===== src/rtl/scrisc_pkg.sv =====
// Shared SCRISC-16 definitions used by the fetch unit and the datapath.
package scrisc_pkg;

    localparam int unsigned XLEN     = 16;
    localparam int unsigned PC_INCR  = 2;
    localparam logic [XLEN-1:0] RESET_PC = 16'h0000;

    typedef logic [XLEN-1:0] instr_t;
    typedef logic [XLEN-1:0] addr_t;

    // Fetched word paired with its address, as buffered ahead of the datapath.
    typedef struct packed {
        addr_t  pc;
        instr_t instr;
    } fetch_entry_t;

endpackage


===== src/rtl/ifu_fifo.sv =====
// Synchronous prefetch FIFO holding {pc, instr} pairs; flush empties it in one cycle.
module ifu_fifo #(
    parameter  int unsigned DEPTH = 4,
    parameter  int unsigned DW    = 32,
    localparam int unsigned CW    = $clog2(DEPTH + 1)
) (
    input  logic          clk,
    input  logic          rst_n,
    input  logic          flush_i,
    input  logic          push_i,
    input  logic [DW-1:0] data_i,
    input  logic          pop_i,
    output logic [DW-1:0] data_o,
    output logic [CW-1:0] count_o,
    output logic          full_o,
    output logic          empty_o
);

    localparam int unsigned AW = $clog2(DEPTH);

    logic [DW-1:0] mem_q [DEPTH];
    logic [AW-1:0] rd_ptr_q, rd_ptr_d;
    logic [AW-1:0] wr_ptr_q, wr_ptr_d;
    logic [CW-1:0] count_q, count_d;
    logic          do_push;
    logic          do_pop;

    assign full_o  = (count_q == CW'(DEPTH));
    assign empty_o = (count_q == '0);
    assign count_o = count_q;
    assign data_o  = mem_q[rd_ptr_q];

    // Pointer and occupancy update; flush wins over push and pop.
    always_comb begin
        do_push  = push_i && !flush_i && (!full_o || pop_i);
        do_pop   = pop_i && !flush_i && !empty_o;
        rd_ptr_d = rd_ptr_q;
        wr_ptr_d = wr_ptr_q;
        count_d  = count_q;
        if (flush_i) begin
            rd_ptr_d = '0;
            wr_ptr_d = '0;
            count_d  = '0;
        end else begin
            if (do_push) begin
                wr_ptr_d = wr_ptr_q + AW'(1);
            end
            if (do_pop) begin
                rd_ptr_d = rd_ptr_q + AW'(1);
            end
            count_d = count_q + CW'(do_push) - CW'(do_pop);
        end
    end

    always_ff @(posedge clk or negedge rst_n) begin
        if (!rst_n) begin
            rd_ptr_q <= '0;
            wr_ptr_q <= '0;
            count_q  <= '0;
        end else begin
            rd_ptr_q <= rd_ptr_d;
            wr_ptr_q <= wr_ptr_d;
            count_q  <= count_d;
        end
    end

    // Storage is cleared on reset so the head reads zero out of reset.
    always_ff @(posedge clk or negedge rst_n) begin
        if (!rst_n) begin
            for (int unsigned i = 0; i < DEPTH; i++) begin
                mem_q[i] <= '0;
            end
        end else if (do_push) begin
            mem_q[wr_ptr_q] <= data_i;
        end
    end

endmodule


===== src/rtl/instr_fetch_unit.sv =====
// SCRISC-16 instruction fetch: owns the fetch PC, one-deep imem req/ack, prefetch queue, redirect flush.
// Define IFU_BYPASS_EN to forward an ack straight to the datapath when the queue is empty.
module instr_fetch_unit #(
    parameter int unsigned DEPTH = 4,
    parameter int unsigned XLEN  = scrisc_pkg::XLEN
) (
    input  logic            clk,
    input  logic            reset,
    output logic            imem_req,
    output logic [XLEN-1:0] imem_addr,
    input  logic            imem_ack,
    input  logic [XLEN-1:0] imem_rdata,
    output logic            instr_valid,
    output logic [XLEN-1:0] instr,
    output logic [XLEN-1:0] instr_pc,
    input  logic            instr_ready,
    input  logic            redirect,
    input  logic [XLEN-1:0] redirect_pc
);

    import scrisc_pkg::*;

    localparam int unsigned CW = $clog2(DEPTH + 1);
    localparam int unsigned DW = 2 * XLEN;

    logic [XLEN-1:0] fetch_pc_q, fetch_pc_d;
    logic [XLEN-1:0] addr_q, addr_d;
    logic            outstanding_q, outstanding_d;
    logic            discard_q, discard_d;

    logic            ack_hit;
    logic            ack_keep;
    logic            take_c;
    logic            fifo_push;
    logic            fifo_pop;
    logic            fifo_full;
    logic            fifo_empty;
    logic [CW-1:0]   fifo_count;
    logic [CW-1:0]   count_nxt;
    logic [DW-1:0]   fifo_head;

    assign ack_hit  = outstanding_q && imem_ack;
    assign ack_keep = ack_hit && !discard_q && !redirect;

    assign imem_req  = outstanding_q;
    assign imem_addr = addr_q;

`ifdef IFU_BYPASS_EN
    logic bypass_c;

    assign bypass_c    = ack_keep && fifo_empty;
    assign take_c      = bypass_c && instr_ready;
    assign instr_valid = !fifo_empty || bypass_c;
    assign instr       = bypass_c ? imem_rdata : fifo_head[XLEN-1:0];
    assign instr_pc    = bypass_c ? addr_q     : fifo_head[DW-1:XLEN];
`else
    assign take_c      = 1'b0;
    assign instr_valid = !fifo_empty;
    assign instr       = fifo_head[XLEN-1:0];
    assign instr_pc    = fifo_head[DW-1:XLEN];
`endif

    // Queue traffic, next fetch PC and the single-outstanding request tracker.
    always_comb begin
        fifo_pop      = !fifo_empty && instr_ready && !redirect;
        fifo_push     = ack_keep && !take_c && (!fifo_full || fifo_pop);
        count_nxt     = redirect ? '0 : fifo_count + CW'(fifo_push) - CW'(fifo_pop);
        fetch_pc_d    = fetch_pc_q;
        addr_d        = addr_q;
        outstanding_d = outstanding_q;
        discard_d     = discard_q;

        if (redirect) begin
            fetch_pc_d = redirect_pc & ~XLEN'(1);
        end else if (ack_hit && !discard_q) begin
            fetch_pc_d = fetch_pc_q + XLEN'(PC_INCR);
        end

        // An unacked request keeps its address; a redirect only marks it for dropping.
        if (outstanding_q && !imem_ack) begin
            if (redirect) begin
                discard_d = 1'b1;
            end
        end else begin
            discard_d     = 1'b0;
            outstanding_d = (count_nxt < CW'(DEPTH));
            if (outstanding_d) begin
                addr_d = fetch_pc_d;
            end
        end
    end

    always_ff @(posedge clk or negedge reset) begin
        if (!reset) begin
            fetch_pc_q    <= XLEN'(RESET_PC);
            addr_q        <= '0;
            outstanding_q <= 1'b0;
            discard_q     <= 1'b0;
        end else begin
            fetch_pc_q    <= fetch_pc_d;
            addr_q        <= addr_d;
            outstanding_q <= outstanding_d;
            discard_q     <= discard_d;
        end
    end

    ifu_fifo #(
        .DEPTH (DEPTH),
        .DW    (DW)
    ) u_fifo (
        .clk     (clk),
        .rst_n   (reset),
        .flush_i (redirect),
        .push_i  (fifo_push),
        .data_i  ({addr_q, imem_rdata}),
        .pop_i   (fifo_pop),
        .data_o  (fifo_head),
        .count_o (fifo_count),
        .full_o  (fifo_full),
        .empty_o (fifo_empty)
    );

endmodule


===== config.mk =====
export PLATFORM = sky130hd
export DESIGN_NAME = instr_fetch_unit
export DESIGN_NICKNAME = d
export VERILOG_FILES = /design/src/rtl/scrisc_pkg.sv /design/src/rtl/ifu_fifo.sv /design/src/rtl/instr_fetch_unit.sv
export SDC_FILE = /design/constraint.sdc
export NUM_CORES = 1
export LEC_CHECK = 0
export ABC_AREA = 1
export CAP_MARGIN = 40
export CORE_MARGIN = 1.5
export CORE_UTILIZATION = 50
export DETAILED_ROUTE_END_ITERATION = 6
export GPL_TIMING_DRIVEN = 0
export PLACE_DENSITY = 0.81
export SLEW_MARGIN = 15
export SYNTH_ARGS = -nofsm -noshare
export SYNTH_HDL_FRONTEND = slang
export SYNTH_HIERARCHICAL = 1
export SYNTH_SLANG_ARGS = --single-unit
export TNS_END_PERCENT = 5

===== constraint.sdc =====
create_clock -name clk -period 2.77 [get_ports clk]
set_input_delay 0.4155 -clock clk [delete_from_list [all_inputs] [get_ports clk]]
set_output_delay 0.4155 -clock clk [all_outputs]
set_load 0.01 [all_outputs]

==> qor.yml, run 1 <==
clock_tree:
  worst_skew_pair.late_latency_ns: 0.43
  clk_pin_slew_worst_paths_ns: 0.06
  cts.sinks: 169
  cts_tree: "done"
  clock_path_buffers: 2
  root_buffer: "sky130_fd_sc_hd__clkbuf_16"
  cts_htree_levels: 4
  cts_made_buffers: 17
logic_synthesis:
  synth_cell_types: 33
  ys_seq_elements: 169
  yosys.area.top_type_share_pct: 50.3
  synth-seq-area-share_pct: 50.3
  cell_area_after_synthesis_um2: 8410
  syn_inst: 1048
  post_synth.cell_area_avg_um2: 8.03
  ys.warnings.count: 6
  synth_fp_nets: 1095
  synth_area_leaders: "sky130_fd_sc_hd__dfrtp_1, sky130_fd_sc_hd__nand2_1, sky130_fd_sc_hd__nand4_1, sky130_fd_sc_hd__o21ai_0, sky130_fd_sc_hd__nor2_1"
  post-synth-top-area-cell: "sky130_fd_sc_hd__dfrtp_1"
timing:
  whs_ns: 0.457
  setup_viol_count_final: 0
  timing_worst_slew_pin_value_ns: 0.624
  max_slew_violation_count: 0
  report.final.hold_viol_count: 0
  fin_crit_ns: 2.73
  grt_setup_unrepaired: "yes"
  setup_tns_ns: 0
  slew-limit-headroom_pct: 58.4
  period_share_pct: 98.4
  clock_skew_ns: 0.00967
  max_clock_freq_ghz: 0.367
cells_and_area:
  antenna_cells_inserted: 0
  post_route_cells_drive_above_1_share_pct: 10.7
  layout_commonest_cell: "sky130_fd_sc_hd__nand2_1"
  nets: 1210
  area_delta_synth_final_pct: 22.0
  most-common-layout-cells: "sky130_fd_sc_hd__nand2_1, sky130_fd_sc_hd__dfrtp_1, sky130_fd_sc_hd__nand4_1, sky130_fd_sc_hd__clkdlybuf4s50_1, sky130_fd_sc_hd__nor2_1"
  design_area_um2: 10300
detailed_routing:
  drt_wl_total_um: 24500
  ant_nets: 0
  vias_per_cell: 5.81
  detail_route.wl_per_cell_um: 17.5
  drc: 0
  detailed_route_iter0_violations: 930
  num_vias: 8115
  drt-pass1-iter-count: 7
critical_path:
  timing.rr.start: "u_fifo/count_o[1]"
  critical_path_required_ns: 2.35
  worstSetupPathType: "flip-flop to output port"
  critPathCaptureType: "output port"
  critical_path.max_fanout: 10
  worst_r2r_path_depth: 18
  cp_data_arrival_time_ns: 2.31
  critical_path_startpoint_category: "flip-flop"
  regToRegEndpoint: "u_fifo/count_o[2]"
  reg2reg_slack_ns: 0.11
power:
  power_per_cell_area_nw_per_um2: 623
  power.static_leakage_nw: 5.23
  vdd_ir_drop_max_v: 0.000452
  totalPowerFinal_mw: 6.39
grt:
  grt_pass1_vias: 7805
  grt_pass1_wl_um: 39400
  maximum_number_of_pins_on_one_net_before_global_route_repair: 106
  grt_antenna_before_repair: 0
  grt_overflow_total: 0
  gr-usage-all-layers_pct: 28.3
floorplanning:
  initial_core_util_pct: 50.9
  rows: 47
  die_width_um: 133
  die_h_um: 133
  fp.dieArea_um2: 17600
  io_pins: 87
  fp.coreArea_um2: 16500
flow_run:
  cap_viol_max_count: 0
place:
  gp_congestion: 0.939
  post-dp-hpwl_um: 16200
  number_of_port_buffers: 85
  instance_area_at_placement_um2: 9570
min_path:
  hold-path-cell-count: 2
  holdCritStartpoint: "fetch_pc_q[0]"
  hold_path_class: "flip-flop to flip-flop"
  worst_hold_path_ep: "fetch_pc_q[0]"
outcome:
  status: "finished clean"
[worst max-delay path, cell delays in order, from the launching register on]
cell and delay, ns:
sky130_fd_sc_hd__dfrtp_1 0.43, sky130_fd_sc_hd__clkbuf_1 0.40, sky130_fd_sc_hd__o21ai_0 0.19, sky130_fd_sc_hd__o22ai_1 0.27, sky130_fd_sc_hd__clkdlybuf4s50_1 0.59
[metal layers]
layer | share of wire [%] | wire (µm) | global-route usage (%)
met4 | 2.3 | 575 | 10.9
met3 | 8.5 | 2080 | 6.21
met5 | 0 | 0 | 0
met1 | 41 | 10100 | 36.7
met2 | 48 | 11800 | 46.6
[sequential cells by signal, indices dropped and copies added (netlist names)]
register / cells
fetch_pc_q: 16
imem_req: 1
u_fifo/wr_ptr_q: 2
u_fifo/rd_ptr_q: 2
imem_addr: 16
u_fifo/count_o: 3
u_fifo/mem_q: 128
discard_q: 1
[per-stage QoR]
| stage | cells | utilization (%) | setup slack, ns |
|---|---|---|---|
| floorplan | 1048 | - | 0.184 |
| global placement | 1353 | 57.7 | -5.67 |
| detailed placement | 1354 | 57.9 | -0.869 |
| CTS | 1388 | 61.5 | -0.00702 |
| global route | 1396 | 62.1 | -0.0688 |
| finish | 1396 | 62.1 | 0.0443 |
[kinds of logic (layout without fill, tap and decap cells)]
family | after synthesis | after routing | synth area share, %
compound gates | 111 | 111 | 7.20
xor+xnor | 5 | 5 | 0.521
fa+ha+maj | 10 | 10 | 1.58
buf+inv | 125 | 253 | 6.75
flops | 169 | 169 | 50.3
simple gates | 628 | 628 | 33.7
[worst max-delay path by stage]
| stage | start | endpoint | slack, ns |
|---|---|---|---|
| after floorplan | u_fifo/count_o[1] | u_fifo/count_o[2] | 0.18 |
| after global placement | reset | u_fifo/mem_q[15] | -5.67 |
| after detailed placement | redirect | u_fifo/count_o[1] | -0.87 |
| after CTS | u_fifo/rd_ptr_q[1] | instr_pc[3] | -0.007 |
| after global routing | u_fifo/count_o[0] | u_fifo/count_o[2] | -0.07 |
| final | u_fifo/rd_ptr_q[0] | instr_pc[5] | 0.04 |
[power by group]
part / switching (mW) / internal [mW]
clock network: 1.02 / 1.23
registers: 0.229 / 2.76
logic: 0.615 / 0.534
total: 1.86 / 4.53
[synthesized netlist by cell type]
cell	n
sky130_fd_sc_hd__o21ai_1	1
sky130_fd_sc_hd__buf_2	24
sky130_fd_sc_hd__xnor2_1	2
sky130_fd_sc_hd__o22ai_1	32
sky130_fd_sc_hd__buf_1	10
sky130_fd_sc_hd__inv_6	1
sky130_fd_sc_hd__o211ai_1	1
sky130_fd_sc_hd__clkbuf_1	33
sky130_fd_sc_hd__a31oi_1	1
sky130_fd_sc_hd__nand2_1	364
sky130_fd_sc_hd__inv_1	41
sky130_fd_sc_hd__xor2_1	3
sky130_fd_sc_hd__nand2_2	2
sky130_fd_sc_hd__nand3_2	7
sky130_fd_sc_hd__nor3_2	1
sky130_fd_sc_hd__nand3_1	26
sky130_fd_sc_hd__and2_1	2
sky130_fd_sc_hd__dfrtp_1	169
sky130_fd_sc_hd__o21bai_1	1
sky130_fd_sc_hd__or2_2	1
sky130_fd_sc_hd__buf_6	3
sky130_fd_sc_hd__buf_4	11
sky130_fd_sc_hd__a21oi_1	2
sky130_fd_sc_hd__nor2_2	3
sky130_fd_sc_hd__ha_1	9
sky130_fd_sc_hd__inv_2	2
sky130_fd_sc_hd__nor3_1	2
sky130_fd_sc_hd__o21ai_0	72
sky130_fd_sc_hd__nor2_1	80
sky130_fd_sc_hd__a21oi_2	1
sky130_fd_sc_hd__nand4_1	136
sky130_fd_sc_hd__fa_1	1
sky130_fd_sc_hd__nor2_4	4
[layout make-up]
type / count / area (µm²)
Fill cell: 1404 / 6260
Sequential cell: 169 / 4230
Multi-Input combinational cell: 754 / 3630
Timing Repair Buffer: 98 / 975
Clock buffer: 17 / 425
Buffer: 79 / 424
Tap cell: 220 / 275
Inverter: 44 / 170
Clock inverter: 15 / 128
[timing repair]
action | CTS | global route
hold buffers | 1 | 0
buffers inserted | 1 | 10
endpoints found under the setup margin | 36 | 45
resized for setup | 17 | 24
pin swaps | 1 | 2
hold endpoints to repair | 64 | 0
Power figures use the tool's default switching activity.
==> run 2, diff against run 1 <==
clock period = 3.1 ns   (was 2.77 ns; I/O delays follow)
==> qor.yml, run 2 (synthesis gave the netlist of run 1 again) <==
outcome:
  status: "finished with violations"
  failed_checks: "negative setup slack"
timing:
  max_clock_freq_ghz: 0.317
  grt_setup_unrepaired: "yes"
  fin_crit_ns: 3.15
  clock_skew_ns: 0.0117
  report.final.hold_viol_count: 0
  setup_viol_count_final: 1
  setup_ws_ns: -0.0548
  timing_worst_slew_pin_value_ns: 0.628
  period_share_pct: 102
  setup_tns_ns: -0.0548
  slew-limit-headroom_pct: 58.2
  max_slew_violation_count: 0
  whs_ns: 0.421
critical_path:
  cp_data_arrival_time_ns: 2.69
  cp_slowest_cell: "sky130_fd_sc_hd__clkdlybuf4s50_1"
  worstSetupPathType: "flip-flop to output port"
  regToRegEndpoint: "u_fifo/count_o[2]"
  crit_path_max_incr_delay_ns: 0.59
  timing.critical_path.cells: "clkbuf_1 > inv_1 > clkbuf_1 > o21ai_0 > o22ai_1 > clkdlybuf4s50_1"
  worst_r2r_path_depth: 18
  reg2reg_slack_ns: 0.27
  critical_path_required_ns: 2.63
  critical_path.max_fanout: 10
  crit_path_most_repeated_cell: "sky130_fd_sc_hd__clkbuf_1"
  critical_path_startpoint_category: "flip-flop"
  worstSetupStartpoint: "u_fifo/rd_ptr_q[1]"
  critPathCaptureType: "output port"
  timing.rr.start: "u_fifo/count_o[1]"
clock_tree:
  cts_made_buffers: 17
  cts_tree: "done"
  clock_path_buffers: 2
  clk_pin_slew_worst_paths_ns: 0.07
  worst_skew_pair.late_latency_ns: 0.44
  root_buffer: "sky130_fd_sc_hd__clkbuf_16"
  cts_htree_levels: 4
  cts.sinks: 169
detailed_routing:
  ant_nets: 0
  detail_route.wl_per_cell_um: 17.4
  drc: 0
  drt_wl_total_um: 24100
  drt-pass1-iter-count: 7
  vias_per_cell: 5.79
  num_vias: 8055
  detailed_route_iter0_violations: 850
power:
  totalPowerFinal_mw: 5.71
  power_per_cell_area_nw_per_um2: 562
  power.static_leakage_nw: 5.17
  vdd_ir_drop_max_v: 0.000416
floorplanning:
  fp.dieArea_um2: 17600
  fp.coreArea_um2: 16500
  die_h_um: 133
  die_width_um: 133
  io_pins: 87
  rows: 47
  initial_core_util_pct: 50.9
place:
  instance_area_at_placement_um2: 9570
  number_of_port_buffers: 85
  gp_congestion: 0.939
  post-dp-hpwl_um: 16200
cells_and_area:
  nets: 1205
  largest_register_ff_count: 128
  most-common-layout-cells: "sky130_fd_sc_hd__nand2_1, sky130_fd_sc_hd__dfrtp_1, sky130_fd_sc_hd__nand4_1, sky130_fd_sc_hd__clkdlybuf4s50_1, sky130_fd_sc_hd__nor2_1"
  registers.top_by_ff_count: "u_fifo/mem_q"
  area_delta_synth_final_pct: 20.9
  n_fill_cell: 1409
  layout_commonest_cell: "sky130_fd_sc_hd__nand2_1"
  utilization_pct: 61.5
  antenna_cells_inserted: 0
  post_route_cells_drive_above_1_share_pct: 8.54
  design_area_um2: 10200
min_path:
  worst_hold_path_ep: "u_fifo/count_o[0]"
  hold_path_class: "input pin to flip-flop"
  holdCritStartpoint: "redirect"
  hold-path-cell-count: 2
grt:
  gr-usage-all-layers_pct: 28.3
  grt_overflow_total: 0
  grt_pass1_wl_um: 39300
  grt_pass1_vias: 7794
  grt_antenna_before_repair: 0
  maximum_number_of_pins_on_one_net_before_global_route_repair: 106
flow_run:
  cap_viol_max_count: 0
-- run 2: power by group --
part           total [mW]  leakage [nW]  switching [mW]  internal, mW
clock                2.02         0.261           0.917          1.10
combinational        1.02          2.67           0.545         0.475
sequential           2.67          2.24           0.203          2.47
total                5.71          5.17            1.67          4.05
-- run 2: per-layer routing --
layer  vias up  share of wire, %  global-route usage [%]
met3        41               8.7                    6.17
met4         0               2.1                    11.8
met1      3842                41                    36.6
met5         -                 0                       0
met2       429                48                    46.4
li1       3743                 -                       -
-- run 2: how the worst max path moves through the flow --
stage / end / slack, ns / cells past startpoint
finish: instr_pc[3] / -0.05 / 6
global route: instr_pc[5] / -0.14 / 6
CTS: u_fifo/count_o[2] / 0.005 / 19
detailed placement: u_fifo/count_o[1] / -0.59 / 14
global placement: u_fifo/mem_q[15] / -5.39 / 1
floorplan: u_fifo/count_o[2] / 0.51 / 17
-- run 2: critical path: cells and delay by family, from the launching register on --
family	cells	cell delay, ns
buffers and inverters	4	1.39
AOI/OAI and AO/OA	2	0.48
DFF	1	0.37
-- run 2: final cells by class --
cell class,count,area [µm²],area share [%]
Clock buffer,17,425,4.18
Sequential cell,169,4230,41.6
Clock inverter,15,128,1.26
Timing Repair Buffer,91,926,9.11
Tap cell,220,275,2.71
Buffer,81,399,3.93
Inverter,44,170,1.67
Multi-Input combinational cell,754,3610,35.5
-- run 2: timing repair --
action | CTS | global route
gates cloned | 0 | 0
endpoints found under the setup margin | 2 | 20
buffers inserted | 0 | 4
hold buffers | 1 | 0
pin swaps | 0 | 1
gates resized for setup | 1 | 3
endpoints found under the hold margin | 31 | 0
-- run 2: metrics by stage --
stage,std cells,setup WS (ns)
final,1391,-0.0548
after global routing,1391,-0.142
after CTS,1387,0.00502
after detailed placement,1354,-0.588
after global placement,1353,-5.39
after floorplan,1048,0.514
==> run 3, diff against run 2 <==
clock period = 4.03 ns   (was 3.1 ns; I/O delays follow)
==> qor.yml, run 3 (synthesis gave the netlist of run 1 again) <==
outcome:
  status: "finished clean"
cells_and_area:
  nets: 1200
  most-common-layout-cells: "sky130_fd_sc_hd__nand2_1, sky130_fd_sc_hd__dfrtp_1, sky130_fd_sc_hd__nand4_1, sky130_fd_sc_hd__clkdlybuf4s50_1, sky130_fd_sc_hd__nor2_1"
  antenna_cells_inserted: 0
  area_delta_synth_final_pct: 20.3
  n_fill_cell: 1408
  registers.top_by_ff_count: "u_fifo/mem_q"
  largest_register_ff_count: 128
  multi_input_comb_area_um2: 3610
  post_route_cells_drive_above_1_share_pct: 8.06
  layout_commonest_cell: "sky130_fd_sc_hd__nand2_1"
  area.sequential_um2: 4230
timing:
  max_clock_freq_ghz: 0.294
  timing_worst_slew_pin_value_ns: 0.645
  grt_setup_unrepaired: "no"
  slew-limit-headroom_pct: 57.0
  report.final.hold_viol_count: 0
  setup_viol_count_final: 0
  clock_skew_ns: 0.00984
  whs_ns: 0.111
  setup_ws_ns: 0.632
  fin_crit_ns: 3.40
  period_share_pct: 84.3
  max_slew_violation_count: 0
clock_tree:
  clk_pin_slew_worst_paths_ns: 0.07
  cts_made_buffers: 17
  root_buffer: "sky130_fd_sc_hd__clkbuf_16"
  cts.sinks: 169
  holdBufCountCts: 0
  cts_htree_levels: 4
  cts_tree: "done"
  post_cts.repair.setup_buffers: 0
  postCtsResizedCells: 0
  worst_skew_pair.late_latency_ns: 0.44
  clock_path_buffers: 2
grt:
  grt_pass1_wl_um: 39300
  maximum_number_of_pins_on_one_net_before_global_route_repair: 106
  grt_antenna_before_repair: 0
  gr-usage-all-layers_pct: 28.3
  grt_pass1_vias: 7785
  grt_overflow_total: 0
critical_path:
  timing.rr.start: "u_fifo/count_o[1]"
  regToRegEndpoint: "u_fifo/count_o[2]"
  worstSetupPathType: "input pin to flip-flop"
  worst_r2r_path_depth: 18
  cp_data_arrival_time_ns: 3.76
  critPathCaptureType: "flip-flop"
  critical_path.max_fanout: 10
  critical_path_required_ns: 4.40
  worstSetupStartpoint: "redirect"
  reg2reg_slack_ns: 1.13
  critical_path_startpoint_category: "input pin"
floorplanning:
  io_pins: 87
  rows: 47
  initial_core_util_pct: 50.9
  die_h_um: 133
  die_width_um: 133
  fp.coreArea_um2: 16500
  fp.dieArea_um2: 17600
min_path:
  hold_path_class: "input pin to asynchronous set/reset pin"
place:
  pre_cts_ws_ns: 0.202
  post-dp-hpwl_um: 16200
  number_of_port_buffers: 85
  gp_congestion: 0.939
power:
  power_per_cell_area_nw_per_um2: 434
  power.static_leakage_nw: 5.13
  vdd_ir_drop_max_v: 0.000317
detailed_routing:
  vias_per_cell: 5.86
  detailed_route_iter0_violations: 914
  drc: 0
  drt-pass1-iter-count: 5
  drt_wl_total_um: 24300
  num_vias: 8120
  detail_route.wl_per_cell_um: 17.6
  ant_nets: 0
flow_run:
  cap_viol_max_count: 0
-- run 3: cell count changes in the layout (fill, tap and decap cells not counted), sizes merged --
cell | previous run | this run
clkdlybuf4s50 | 83 | 84
buf | 55 | 50
dlygate4sd3 | 1 | 0
dlymetal6s2s | 1 | 0
clkbuf | 49 | 50
-- run 3: through the flow --
step	instance area [µm²]	setup TNS (ns)	total power, mW	utilization [%]	instances
floorplan	8410	0	2.43	-	1048
global placement	9540	-776.21	2.83	57.7	1353
detailed placement	9570	0	2.85	57.9	1354
CTS	10100	0	4.39	61.3	1386
global route	10100	0	4.57	61.3	1386
finish	10100	0	4.39	61.3	1386
-- run 3: layer usage --
metal	track usage, %	up-vias	share of wire (%)
li1	-	3733	-
met4	11.8	0	2.4
met2	46.3	455	48
met5	0	-	0
met1	36.6	3871	41
met3	6.21	61	8.2
-- run 3: power by group --
group / total [mW] / internal (mW) / switching, mW
combinational: 0.783 / 0.363 / 0.420
clock: 1.55 / 0.848 / 0.706
sequential: 2.06 / 1.90 / 0.157
-- run 3: critical path: stages --
cell                              delay (ns)
sky130_fd_sc_hd__clkdlybuf4s50_1        0.66
sky130_fd_sc_hd__buf_6                  0.20
sky130_fd_sc_hd__clkbuf_1               0.38
sky130_fd_sc_hd__nor2_1                 0.14
sky130_fd_sc_hd__inv_1                  0.11
sky130_fd_sc_hd__nand3_2                0.23
sky130_fd_sc_hd__buf_4                  0.26
sky130_fd_sc_hd__nand2_1                0.12
sky130_fd_sc_hd__ha_1                   0.24
sky130_fd_sc_hd__inv_1                  0.06
sky130_fd_sc_hd__ha_1                   0.13
sky130_fd_sc_hd__inv_1                  0.04
sky130_fd_sc_hd__fa_1                   0.37
sky130_fd_sc_hd__nand2_1                0.08
sky130_fd_sc_hd__nand2_1                0.05
sky130_fd_sc_hd__nor2_1                 0.10
-- run 3: how the worst max path moves through the flow --
stage                        endpoint  slack [ns]  depth (start not counted)
floorplan           u_fifo/count_o[2]        1.30                         17
global placement     u_fifo/mem_q[15]       -4.60                          1
detailed placement  u_fifo/count_o[1]        0.20                         14
CTS                 u_fifo/count_o[2]        0.64                         16
global route        u_fifo/count_o[2]        0.34                         16
finish              u_fifo/count_o[2]        0.63                         16
-- run 3: cell type report --
cell class | count | area share, %
Buffer | 81 | 3.93
Clock buffer | 17 | 4.20
Clock inverter | 15 | 1.26
Inverter | 44 | 1.68
Multi-Input combinational cell | 754 | 35.7
Sequential cell | 169 | 41.8
Tap cell | 220 | 2.72
Timing Repair Buffer | 86 | 8.73
==> RTL change 1: new RTL, config.mk and constraints of run 1 <==
`DEPTH` is set to 4 in 2 places; all go to 2.
--- a/src/rtl/ifu_fifo.sv
+++ b/src/rtl/ifu_fifo.sv
@@ -1,5 +1,5 @@
 // Synchronous prefetch FIFO holding {pc, instr} pairs; flush empties it in one cycle.
 module ifu_fifo #(
-    parameter  int unsigned DEPTH = 4,
+    parameter  int unsigned DEPTH = 2,
     parameter  int unsigned DW    = 32,
     localparam int unsigned CW    = $clog2(DEPTH + 1)
--- a/src/rtl/instr_fetch_unit.sv
+++ b/src/rtl/instr_fetch_unit.sv
@@ -2,5 +2,5 @@
 // Define IFU_BYPASS_EN to forward an ack straight to the datapath when the queue is empty.
 module instr_fetch_unit #(
-    parameter int unsigned DEPTH = 4,
+    parameter int unsigned DEPTH = 2,
     parameter int unsigned XLEN  = scrisc_pkg::XLEN
 ) (
Check against the original RTL: not equivalent (a bounded check fails within 4 cycles, from zero or initial values and one cycle with reset low).
==> RTL change 1 against run 1 <==
Core utilization rose by 2.9 points; area after synthesis is 40% lower; largest cell class unchanged; clock power shrank 52%; fmax increased by 5.6%; design area down 38%; die area shrank 39%; synthesized cell count is 37% lower; routed wire length decreased by 47%; hold slack better by 0.011 ns; critical endpoint is now instr_pc[7]; sequential cell count decreased by 67; power decreased by 34%; worst setup slack better by 0.14 ns.
==> RTL change 1: results (changes against run 1) <==
| Metric | Value |
|---|---|
| Compound-Gate Fraction of Synth Area | 2.02% (-5.2 points) |
| Int Power | 2.91 mW (-36%) |
| Critical path data arrival time | 2.17 ns (-0.14 ns) |
| Mean instance size in the synthesized netlist | 7.75 um2 (-3.5%) |
| CTS clock-pin slew for the worst setup and hold paths | 0.10 ns (+0.04 ns) |
| Sequential Area | 0.00255 mm2 (-40%) |
| Post-layout instance area | 0.00638 mm2 (-38%) |
| Cell area reported after detailed placement | 0.00613 mm2 (-36%) |
| Post-place setup slack | -0.242 ns (+0.627 ns) |
| Clock Tree Root | sky130_fd_sc_hd__clkbuf_8 |
| Worst skew pair latency | 0.37 ns (-0.06 ns) |
| Iteration-0 DRC Markers | 377 (-59%) |
| Minimum hold slack | 0.468 ns (+0.0108 ns) |
| Multi-input gate share of total cell area | 33.9% (-1.5 points) |
| Overall routing resource usage | 25.0% (-3.3 points) |
| Number of clock buffers inserted by TritonCTS | 9 (-8) |
| Share of total power in the clock network | 25.9% (-9.3 points) |
| Layout multi-input combinational cell count | 476 (-37%) |
| Detailed Routing Iterations Pass 1 | 6 (-1) |
| XOR/XNOR share of the synthesized area | 0.517% (-0.0037 points) |
| Number of flip-flops in the largest register | 64 (-50%) |
| Count of plain and timing-repair buffers in the layout | 128 (-28%) |
| Largest net degree at the start of global routing | 60 (-43%) |
| First-pass GRT wire length | 22.0 mm (-44%) |
| End of the worst register-to-register path | u_fifo/count_o[0] |
| Met2 WL | 6.25 mm (-47%) |
| Final Skew | 0.0139 ns (+0.00423 ns) |
| Number of distinct library cell variants in the gate-level netlist after synthesis | 28 (-15%) |
| Slew at the pin with the worst max-slew slack | 0.501 ns (-0.123 ns) |
| Layout filler cell count | 891 (-37%) |
| DR WL/cell | 14.6 um (-17%) |
| Portion of the post-synthesis area used by sequential elements | 50.2% (-0.066 points) |
| Number of logic inverters in the finished layout | 37 (-16%) |
| Via count of the first global-routing pass | 4651 (-40%) |
| Number of clock sinks seen by CTS | 102 (-40%) |
| Share of final layout cell area taken by non-clock buffers | 17.5% (+3.9 points) |
| Total number of nets in the final design | 795 (-34%) |
| Routability Congestion | 0.917 (-2.3%) |
| Reg2reg path depth | 13 (-5) |
| Adder-Cell Fraction of Synth Area | 0.984% (-0.59 points) |
| Clock-cell share | 3.76% (-1.6 points) |
| Routed via count | 4753 (-41%) |
| Buffers inserted during post-CTS setup optimization | 0 (-1) |
| Run status | completed |
==> RTL change 1: per-layer routing <==
layer	vias to the layer above	global-route usage, %
met1	2249	34.2
met4	0	6.55
met5	-	0
met3	24	4.22
li1	2303	-
met2	177	41.5
==> RTL change 1: worst min-delay path, stage by stage, from the launching register on <==
cell and delay [ns]:
sky130_fd_sc_hd__dfrtp_1 0.33, sky130_fd_sc_hd__nand2_1 0.06, sky130_fd_sc_hd__inv_1 0.05
==> RTL change 1: how the worst max path moves through the flow <==
stage	start	to	slack (ns)	cells past startpoint
final	u_fifo/rd_ptr_q	instr_pc[7]	0.19	6
after floorplan	redirect	u_fifo/count_o[1]	0.73	15
after global placement	reset	fetch_pc_q[11]	-2.46	1
after CTS	redirect	u_fifo/count_o[1]	0.14	14
after detailed placement	redirect	u_fifo/count_o[1]	-0.24	14
after global routing	u_fifo/rd_ptr_q	instr_pc[10]	0.003	6
==> RTL change 2: new RTL, settings of run 1 <==
Without the edit above. `addr_q` no longer has a reset.
--- a/src/rtl/instr_fetch_unit.sv
+++ b/src/rtl/instr_fetch_unit.sv
@@ -94,13 +94,15 @@
         if (!reset) begin
             fetch_pc_q    <= XLEN'(RESET_PC);
-            addr_q        <= '0;
             outstanding_q <= 1'b0;
             discard_q     <= 1'b0;
         end else begin
             fetch_pc_q    <= fetch_pc_d;
-            addr_q        <= addr_d;
             outstanding_q <= outstanding_d;
             discard_q     <= discard_d;
         end
+    end
+
+    always_ff @(posedge clk) begin
+        addr_q <= addr_d;
     end
 
Function: changed (a bounded check fails within 4 cycles, from zero or initial values and one cycle with reset low).
==> RTL change 2 against run 1 <==
Design area is 1.4% lower; highest routed layer unchanged; critical path type unchanged; routed wire length is 0.38% lower; worst setup slack worse by 0.0097 ns; register-to-register slack lost 0.06 ns; core utilization up 1.2 points; largest cell class unchanged; count of clock-buffer cells in the layout grew 9; critical endpoint is now instr_pc[1]; area after synthesis is 2.1% lower; sequential cell count is the same; power rose by 2.0%.
==> RTL change 2: results (changes against run 1) <==
| Metric | Value |
|---|---|
| Post-DR vias/cell | 5.98 (+3.0%) |
| Total number of nets in the final design | 1151 (-4.9%) |
| XOR/XNOR share of the synthesized area | 0.638% (+0.12 points) |
| Synth Net Count | 1038 (-5.2%) |
| Slew at the pin with the worst max-slew slack | 0.645 ns (+0.0212 ns) |
| Post-place setup slack | -1.06 ns (-0.188 ns) |
| Iteration-0 DRC Markers | 997 (+7.2%) |
| Met3 track utilization from global routing | 6.64% (+0.43 points) |
| Cell leakage power | 5.04 nW (-3.6%) |
| Worst Hold Class | primary input to flip-flop |
| Cells taking the most area after synthesis | sky130_fd_sc_hd__dfrtp_1, sky130_fd_sc_hd__nand2_1, sky130_fd_sc_hd__nand4_1 |
| Run status | completed |
| Number of distinct library cell variants in the gate-level netlist after synthesis | 32 (-3.0%) |
| Total Power | 6.52 mW (+2.0%) |
| Met1 Wirelength | 9.98 mm (-0.92%) |
| Met1 track demand over resource | 37.0% (+0.27 points) |
| Overall routing resource usage | 28.1% (-0.19 points) |
| Maximum ir drop on the vdd rail | 453 uV (+0.11%) |
| Portion of the post-synthesis area used by sequential elements | 52.3% (+2.0 points) |
| Worst hold endpoint | discard_q |
| Logic pwr share | 16.8% (-1.2 points) |
| Routability Congestion | 0.916 (-2.5%) |
| Met2 WL | 11.7 mm (-0.83%) |
| CP endpoint | instr_pc[1] |
| Final Skew | 0.00747 ns (-0.00220 ns) |
| Adder-Cell Fraction of Synth Area | 1.61% (+0.033 points) |
| Switching pwr | 1.75 mW (-6.0%) |
## RTL change 2: changes by cell type after synthesis, sizes merged
cell           run 1  this run
nor2              87        89
nand3             33        32
xor2               3         5
edfxtp             0        16
dfrtp            169       153
xnor2              2         1
inv               44        39
o21ai             73        69
nand2            366       320
nand4            136       135
clkbuf            33        31
and2               2         0
or2                1         2
## RTL change 2: repair_timing
| item | in CTS | in global routing |
|---|---|---|
| hold buffers | 1 | 0 |
| buffers inserted | 1 | 8 |
| setup endpoints to repair | 49 | 48 |
| resized for setup | 19 | 20 |
| hold endpoints to repair | 58 | 0 |
| pin swaps | 1 | 1 |
## RTL change 2: layout make-up
type,instances,area (um2),share of cell area [%]
clock inverter,6,87.6,0.865
inverter,39,146,1.45
sequential,169,4310,42.6
timing repair buffer,96,962,9.50
buffer,77,392,3.87
clock buffer,26,510,5.04
tap,216,270,2.67
multi-input combinational,704,3440,34.0
